[config.mk]
export PLATFORM = sky130hd
export DESIGN_NAME = iot_byte_serializer
export DESIGN_NICKNAME = d
export VERILOG_FILES = /design/src/rtl/iot_byte_serializer.sv
export SDC_FILE = /design/constraint.sdc
export NUM_CORES = 1
export LEC_CHECK = 0
export CORE_ASPECT_RATIO = 1.5
export CORE_MARGIN = 2
export CORE_UTILIZATION = 25
export CTS_CLUSTER_SIZE = 28
export DETAILED_ROUTE_END_ITERATION = 10
export GPL_ROUTABILITY_DRIVEN = 0
export HOLD_SLACK_MARGIN = 0.08
export PLACE_DENSITY = 0.5
export SLEW_MARGIN = 20
export SYNTH_ARGS = -nofsm -noshare
export SYNTH_HDL_FRONTEND = slang
export SYNTH_SLANG_ARGS = --single-unit
[constraint.sdc]
create_clock -name clk -period 5.1 [get_ports clk]
set_input_delay 1.53 -clock clk [delete_from_list [all_inputs] [get_ports clk]]
set_output_delay 1.53 -clock clk [all_outputs]
set_load 0.05 [all_outputs]
[src/rtl/iot_byte_serializer.sv]
// iot_byte_serializer: buffers DATA_W-bit words in a small FIFO and sends each
// one as DATA_W/8 bytes, MSB first, paced by the consumer's in_en. Framing
// outputs mark the last byte of every word and the end of every round.
//
// Handshakes: a word is pushed on any rising edge where wr_valid & wr_ready;
// wr_ready depends only on registered state (and rst), never on wr_valid.
// A byte is transferred on any rising edge where byte_valid is high; byte_valid
// is in_en qualified by the SEND state, so the consumer may stall indefinitely
// and iot_in holds its value for the whole stall.
module iot_byte_serializer #(
    parameter int DATA_W          = 128,
    parameter int DEPTH           = 4,
    parameter int WORDS_PER_ROUND = 8
) (
    input  logic                               clk,
    input  logic                               rst,
    input  logic                               wr_valid,
    output logic                               wr_ready,
    input  logic [DATA_W-1:0]                  wr_data,
    input  logic                               in_en,
    output logic [7:0]                         iot_in,
    output logic                               byte_valid,
    output logic                               last_byte,
    output logic                               round_done,
    output logic [$clog2(WORDS_PER_ROUND)-1:0] word_cnt,
    output logic [$clog2(DEPTH):0]             fifo_level,
    output logic                               busy,
    output logic [1:0]                         state_dbg
);

    localparam int BYTES = DATA_W / 8;
    localparam int BC_W  = $clog2(BYTES);
    localparam int PTR_W = $clog2(DEPTH);
    localparam int LVL_W = PTR_W + 1;
    localparam int WC_W  = $clog2(WORDS_PER_ROUND);

    typedef enum logic [1:0] {
        ST_IDLE = 2'd0,
        ST_LOAD = 2'd1,
        ST_SEND = 2'd2
    } state_t;

    state_t              state_q, state_d;
    logic [PTR_W-1:0]    wr_ptr_q, wr_ptr_d;
    logic [PTR_W-1:0]    rd_ptr_q, rd_ptr_d;
    logic [LVL_W-1:0]    level_q, level_d;
    logic [DATA_W-1:0]   shifter_q, shifter_d;
    logic [BC_W-1:0]     byte_cnt_q, byte_cnt_d;
    logic [WC_W-1:0]     word_cnt_q, word_cnt_d;
    logic                round_done_q, round_done_d;
    logic [DATA_W-1:0]   fifo_mem [DEPTH];

    logic push;
    logic pop;
    logic xfer;
    logic last_xfer;

    // Handshake decode: ready comes from the registered level only, no pop bypass
    always_comb begin
        wr_ready  = !rst && (level_q < LVL_W'(DEPTH));
        push      = wr_valid && wr_ready;
        pop       = (state_q == ST_LOAD);
        xfer      = (state_q == ST_SEND) && in_en;
        last_xfer = xfer && (byte_cnt_q == BC_W'(BYTES - 1));
    end

    // Next-state logic for FIFO pointers, shifter, counters and the FSM
    always_comb begin
        state_d      = state_q;
        wr_ptr_d     = wr_ptr_q;
        rd_ptr_d     = rd_ptr_q;
        level_d      = level_q;
        shifter_d    = shifter_q;
        byte_cnt_d   = byte_cnt_q;
        word_cnt_d   = word_cnt_q;
        round_done_d = 1'b0;

        if (push) begin
            wr_ptr_d = wr_ptr_q + PTR_W'(1);
        end
        if (pop) begin
            rd_ptr_d = rd_ptr_q + PTR_W'(1);
        end
        if (push && !pop) begin
            level_d = level_q + LVL_W'(1);
        end else if (pop && !push) begin
            level_d = level_q - LVL_W'(1);
        end

        case (state_q)
            ST_IDLE: begin
                if (level_q != '0) begin
                    state_d = ST_LOAD;
                end
            end
            ST_LOAD: begin
                shifter_d  = fifo_mem[rd_ptr_q];
                byte_cnt_d = '0;
                state_d    = ST_SEND;
            end
            ST_SEND: begin
                if (xfer) begin
                    shifter_d  = {shifter_q[DATA_W-9:0], 8'h00};
                    byte_cnt_d = byte_cnt_q + BC_W'(1);
                end
                if (last_xfer) begin
                    // Word counter wraps naturally: WORDS_PER_ROUND is a power of two
                    word_cnt_d   = word_cnt_q + WC_W'(1);
                    round_done_d = (word_cnt_q == WC_W'(WORDS_PER_ROUND - 1));
                    state_d      = (level_q != '0) ? ST_LOAD : ST_IDLE;
                end
            end
            default: begin
                state_d = ST_IDLE;
            end
        endcase
    end

    // State register: reset discards the partial word and every buffered word
    always_ff @(posedge clk) begin
        if (rst) begin
            state_q      <= ST_IDLE;
            wr_ptr_q     <= '0;
            rd_ptr_q     <= '0;
            level_q      <= '0;
            shifter_q    <= '0;
            byte_cnt_q   <= '0;
            word_cnt_q   <= '0;
            round_done_q <= 1'b0;
        end else begin
            state_q      <= state_d;
            wr_ptr_q     <= wr_ptr_d;
            rd_ptr_q     <= rd_ptr_d;
            level_q      <= level_d;
            shifter_q    <= shifter_d;
            byte_cnt_q   <= byte_cnt_d;
            word_cnt_q   <= word_cnt_d;
            round_done_q <= round_done_d;
        end
    end

    // FIFO storage: payload only, so no reset; push is already blocked during rst
    always_ff @(posedge clk) begin
        if (push) begin
            fifo_mem[wr_ptr_q] <= wr_data;
        end
    end

    // Output decode: byte lane is forced to zero outside SEND
    always_comb begin
        iot_in     = (state_q == ST_SEND) ? shifter_q[DATA_W-1 -: 8] : 8'h00;
        byte_valid = xfer;
        last_byte  = last_xfer;
        round_done = round_done_q;
        word_cnt   = word_cnt_q;
        fifo_level = level_q;
        busy       = (state_q != ST_IDLE) || (level_q != '0);
        state_dbg  = state_q;
    end

endmodule

==> metrics.md, run 1 <==
| Metric | Value |
|---|---|
| Port Buf Inserts | `152` |
| CTS-repair resized insts | `0` |
| Status | `complete, no violations` |
| Max-slew headroom | `28.01%` |
| Post-DP HPWL | `41.28 mm` |
| Pin count of the biggest net entering global routing | `192` |
| H-tree depth | `3` |
| Mapped Cells | `1797` |
| Final min period | `4.458 ns` |
| First-pass GRT wire length | `108.6 mm` |
| Final ANT Viol Nets | `0` |
| IO Pins | `153` |
| Synth cell types | `42` |
| Num CTS Buffers | `68` |
| Drt first-iter violations | `934` |
| YS warnings | `0` |
| Initial Util | `25.18%` |
| Setup WS post-layout | `0.6424 ns` |
| Site Rows | `146` |
| Initial DRT Pass Iterations | `5` |
| WL/cell | `21.53 um` |
| GRT Util Overall | `13.19%` |
| CP Data Arrival Time | `2.93 ns` |
| Async set-reset flop share out of synthesis | `0%` |
| Vias/cell | `4.796` |
| Leak Pwr | `9.382 nW` |
| Min-delay worst type | `flop to flop` |
| RSZ-0062 raised after global routing | `no` |
| DRC viols | `0` |
| Sequential fraction of the synthesis area | `69.02%` |
| Total Power | `0.01501 W` |
| Share of cells above drive strength 1 | `15.20%` |
| Final Hold Viols | `0` |
| Syn avg cell area | `14.77 um^2` |
| Root Driver | `clkbuf_16` |
| Core box area | `0.1054 mm^2` |
| WS Path Type | `flop to primary output` |
| CTS sink count | `659` |
| CP endpoint kind | `primary output` |
| EDFF count, synth | `512` |
| Power Dens Cells | `471.0 mW/mm^2` |
| Total Neg Setup Slack | `0 ns` |
| Max_cap viols | `0` |
| Via count | `16.11k` |
| Number of global-route vias before repair | `16.97k` |
| Pre-CTS setup slack | `0.7231 ns` |
| Post-CTS Setup Bufs | `0` |
| Worst Skew | `0.02117 ns` |
| Nets | `2032` |
| Clock transition at path regs | `0.06 ns` |
| Commonest non-fill, non-tap cell in the layout | `edfxtp_1` |
| Non-Filler Instances | `3360` |
| Final period util | `87.40%` |
| Worst-path fanout max | `19` |
| Startpoint types | `flop` |
| Post-Syn Area | `0.02654 mm^2` |
| Worst VDD drop | `0.3982 mV` |
| Maximum clock path buffer count | `3` |
| Remaining global-route overflow | `0` |
| Setup violators final | `0` |
| Max Slew Vio Count | `0` |
| Initial antenna violation count | `29` |
| Post-Place Cells | `3227` |
| Worst skew pair latency | `0.63 ns` |
| Die X | `270.0 um` |
| Die ar. | `0.1088 mm^2` |
| Most frequent cells in the layout | `edfxtp_1 (512), clkdlybuf4s50_1 (148), dfxtp_1 (145)` |
| Mapped Nets | `1938` |
| Seq cells post-synth | `659` |
| Crit path required time | `3.57 ns` |
| Fmax | `0.2243 GHz` |
| CTS tree | `done` |
| Hold_buf cts | `0` |
| Worst-Margin Slew | `1.080 ns` |
| Util after Layout | `30.23%` |
| Die H | `403.0 um` |
| Layout overhead on the synthesized area | `20.06%` |
| Routed WL | `72.35 mm` |
| Top_reg_cell synth | `edfxtp_1` |
## worst max-delay path: stages (launching register included)
cell and delay (ns):
dfxtp_1 0.31, buf_4 0.25, nor2b_4 0.65, and2_1 0.25, clkdlybuf4s50_1 0.81
## metal layers
layer	routed length (um)	track usage, %
met1	29700	15.65
met2	35730	22.34
met3	4318	3.483
met4	2395	5.858
met5	208	0
## registers in the layout (all words and copies together), names as in the netlist, named ones only
register,flops
state_dbg,2
wr_ptr_q,2
fifo_mem,512
word_cnt,3
round_done,1
rd_ptr_q,2
fifo_level,3
byte_cnt_q,4
shifter_q,128
## Yosys cell counts (8+ instances only)
library cell / n / share of area, %
and2_1: 13 / 0.31
mux2i_1: 121 / 4.6
buf_6: 11 / 0.47
a21oi_1: 17 / 0.32
nand3_1: 133 / 2.5
dfxtp_1: 147 / 11
buf_2: 76 / 1.4
ha_1: 8 / 0.38
mux2_2: 120 / 5.1
nor3_1: 121 / 2.3
o32a_1: 119 / 4.5
a311oi_1: 120 / 4.0
clkbuf_1: 76 / 1.1
mux4_2: 8 / 0.68
nand2_1: 133 / 1.9
edfxtp_1: 512 / 58
nor2_1: 8 / 0.11
## stage by stage
stage / cell area [um^2] / hold WS [ns]
finish: 31860 / 0.4800
global route: 31850 / 0.5022
CTS: 31840 / 0.4810
detailed placement: 29570 / 0.4712
global placement: 29510 / 0.4617
floorplan: 26540 / 0.4481
## cells by family (layout without fill, tap and decap cells)
family          after synthesis  count (layout)  share of synthesized area [%]
xor+xnor                      5               5                         0.1650
simple gates                428             428                          7.685
mux                         249             249                          10.33
buf+inv                     178             328                          3.248
compound gates              269             269                          9.090
fa+ha+maj                     9               9                         0.4526
flops                       659             659                          69.02
other cells                   0               7                              0
## cell type report
type | count | area (um^2)
multi-input cells | 960 | 7383
clock buffers | 93 | 1949
well taps | 1406 | 1759
repair buffers | 196 | 2071
diodes | 7 | 17.52
clock inverters | 33 | 325.3
flip-flops and latches | 659 | 18330
inverters | 6 | 30.03
fillers | 10420 | 73540
## power breakdown
group | leakage, nW | internal [W] | total [W] | switching, W
Clock | 1.13 | 0.00295 | 0.00505 | 0.00210
Combinational | 2.40 | 0.00125 | 0.00312 | 0.00187
Sequential | 5.85 | 0.00644 | 0.00684 | 0.000398
## final timing paths
path / from / end / slack, ns / cells past startpoint
min: shifter_q[114] / shifter_q[122] / 0.48 / 2
max: state_dbg[1] / iot_in[1] / 0.64 / 4
min reg2reg: shifter_q[114] / shifter_q[122] / 0.48 / 2
max reg2reg: state_dbg[0] / shifter_q[75] / 2.22 / 6
(Power assumes the default switching activity.)
==> run 2: changes to the inputs <==
--- a/config.mk
+++ b/config.mk
@@ -7,12 +7,12 @@
 export LEC_CHECK = 0
 export CORE_ASPECT_RATIO = 1.5
 export CORE_MARGIN = 2
-export CORE_UTILIZATION = 25
+export CORE_UTILIZATION = 45
 export CTS_CLUSTER_SIZE = 28
 export DETAILED_ROUTE_END_ITERATION = 10
 export GPL_ROUTABILITY_DRIVEN = 0
 export HOLD_SLACK_MARGIN = 0.08
-export PLACE_DENSITY = 0.5
+export PLACE_DENSITY = 0.74
 export SLEW_MARGIN = 20
 export SYNTH_ARGS = -nofsm -noshare
 export SYNTH_HDL_FRONTEND = slang
==> metrics.md, run 2 (synthesized netlist as in run 1, its figures left out) <==
| Metric | Value |
|---|---|
| Setup WS post-layout | `0.7472 ns` |
| CTS sink count | `659` |
| Final period util | `85.35%` |
| Commonest non-fill, non-tap cell in the layout | `edfxtp_1` |
| Max_cap viols | `0` |
| Most frequent cells in the layout | `edfxtp_1 (512), clkdlybuf4s50_1 (149), dfxtp_1 (145)` |
| Number of global-route vias before repair | `16.84k` |
| Final ANT Viol Nets | `0` |
| Final min period | `4.353 ns` |
| WL/cell | `23.06 um` |
| Min-delay worst type | `flop to flop` |
| Worst Setup SP | `in_en` |
| Core box area | `0.05864 mm^2` |
| Worst VDD drop | `0.4103 mV` |
| Power Dens Cells | `469.7 mW/mm^2` |
| Hold_buf cts | `0` |
| Pre-CTS setup slack | `0.7435 ns` |
| Maximum clock path buffer count | `3` |
| Die H | `301.4 um` |
| Vias/cell | `5.999` |
| Worst path slowest cell | `clkdlybuf4s50_1` |
| Crit path required time | `3.57 ns` |
| DRC viols | `0` |
| CTS tree | `done` |
| WP depth | `4` |
| Post-DP HPWL | `34.23 mm` |
| Via count | `16.16k` |
| Total Neg Setup Slack | `0 ns` |
| Nets | `2005` |
| IO Pins | `153` |
| Pin count of the biggest net entering global routing | `240` |
| Post-layout instance area | `0.03061 mm^2` |
| Top Registers | `fifo_mem: 512 flops, shifter_q: 128 flops, byte_cnt_q: 4 flops` |
| Worst r2r dst | `shifter_q[127]` |
| Worst setup path endpoint | `byte_valid` |
| WS Path Type | `primary input to primary output` |
| NetSw | `0.004105 W` |
| Routed WL | `62.11 mm` |
| R2R Setup Slk | `1.83 ns` |
| Drt first-iter violations | `1250` |
| Worst-Margin Slew | `1.139 ns` |
| Worst Skew | `0.02352 ns` |
| Initial DRT Pass Iterations | `5` |
| Num CTS Buffers | `58` |
| Layout overhead on the synthesized area | `15.35%` |
| Final Hold Viols | `0` |
| Sequential power share | `47.7%` |
| Clock transition at path regs | `0.07 ns` |
| H-tree depth | `2` |
| Post-CTS Setup Bufs | `0` |
| Die X | `202.3 um` |
| Critical path, cell by cell | `clkdlybuf4s50_1 > nand3b_2 > inv_8 > buf_12` |
| FF-to-FF path depth | `6` |
| Gate power share | `20.9%` |
| Largest register FFs | `512` |
| Fmax | `0.2297 GHz` |
| Remaining global-route overflow | `0` |
| Max Slew Vio Count | `0` |
| Initial antenna violation count | `12` |
| Root Driver | `clkbuf_16` |
| GRT Util Overall | `20.08%` |
| Leak Pwr | `9.101 nW` |
| Setup violators final | `0` |
| HP Start | `shifter_q[58]` |
| CP bufs+invs | `3` |
| Largest register by flop count | `fifo_mem` |
| Site Rows | `109` |
| Critical R2R Launch | `state_dbg[1]` |
| Status | `complete, no violations` |
| Port Buf Inserts | `152` |
| Initial Util | `45.25%` |
| CTS-repair resized insts | `0` |
| Share of cells above drive strength 1 | `13.32%` |
| Switching Share | `28.55%` |
| Worst-path fanout max | `9` |
| Clock power frac | `31.4%` |
| Worst skew pair latency | `0.61 ns` |
| CP Data Arrival Time | `2.82 ns` |
| RSZ-0062 raised after global routing | `no` |
| Internal Pwr Total | `0.01027 W` |
| Die ar. | `0.06097 mm^2` |
| Area after DPL | `0.02859 mm^2` |
| Startpoint types | `primary input` |
| CP endpoint kind | `primary output` |
| First-pass GRT wire length | `95.54 mm` |
| Delay of the slowest critical-path stage | `0.66 ns` |
| Max-slew headroom | `24.08%` |
| CP top delay family | `buffers and inverters` |
-- run 2: cell count changes in the layout (fill, tap and decap cells not counted) --
cell / previous run / this run
buf_12: 18 / 13
buf_16: 0 / 1
buf_4: 29 / 14
buf_6: 1 / 2
bufinv_16: 5 / 8
clkbuf_1: 13 / 18
clkbuf_16: 71 / 60
clkbuf_8: 9 / 4
clkdlybuf4s50_1: 148 / 149
clkinv_1: 5 / 7
clkinv_2: 16 / 8
clkinvlp_4: 0 / 3
diode_2: 7 / 3
inv_6: 5 / 0
-- run 2: area by class of cell --
| cell class | instances | area (um^2) |
|---|---|---|
| clock buffer | 82 | 1624 |
| multi-input combinational | 960 | 7383 |
| inverter | 6 | 30.03 |
| sequential | 659 | 18330 |
| clock inverter | 28 | 361.6 |
| tap | 777 | 972.2 |
| fill | 4773 | 28030 |
| antenna | 3 | 7.507 |
| timing repair buffer | 179 | 1907 |
-- run 2: power groups by stage --
stage | sequential (W) | combinational, W | clock, W
after floorplan | 0.00681 | 0.00229 | 0
after global placement | 0.00694 | 0.00289 | 0
after detailed placement | 0.00696 | 0.00300 | 0
after CTS | 0.00686 | 0.00302 | 0.00458
after global routing | 0.00693 | 0.00328 | 0.00478
final | 0.00685 | 0.00301 | 0.00451
-- run 2: per-stage QoR --
step	power [W]	util, %	hold slack, ns	std cells
global route	0.01499	52.20	0.4914	2694
CTS	0.01445	52.13	0.4739	2690
finish	0.01438	52.20	0.4705	2694
global placement	0.009825	48.75	0.4585	2580
floorplan	0.009097	-	0.4481	1797
detailed placement	0.009965	48.75	0.4642	2580
-- run 2: worst reg2reg max path: cells and delay by family, from the launching register on --
family	cells	cell delay, ns
AO/OA/AOI/OAI	1	0.41
buffers and inverters	3	1.62
flip-flops	1	0.31
AND/OR/NAND/NOR	2	0.81
-- run 2: how the worst min path moves through the flow --
| stage | end | slack (ns) | depth (start not counted) |
|---|---|---|---|
| floorplan | shifter_q[0] | 0.45 | 2 |
| global placement | shifter_q[7] | 0.46 | 2 |
| detailed placement | shifter_q[7] | 0.46 | 2 |
| CTS | shifter_q[7] | 0.47 | 2 |
| global route | shifter_q[1] | 0.49 | 2 |
| finish | shifter_q[66] | 0.47 | 2 |
-- run 2: routing by layer --
metal	global-route usage, %	up-vias	wire, um
met3	3.469	132	3339
met4	8.238	18	2066
met2	35.18	482	31800
met1	24.57	8249	24780
li1	-	7280	-
met5	0	-	119
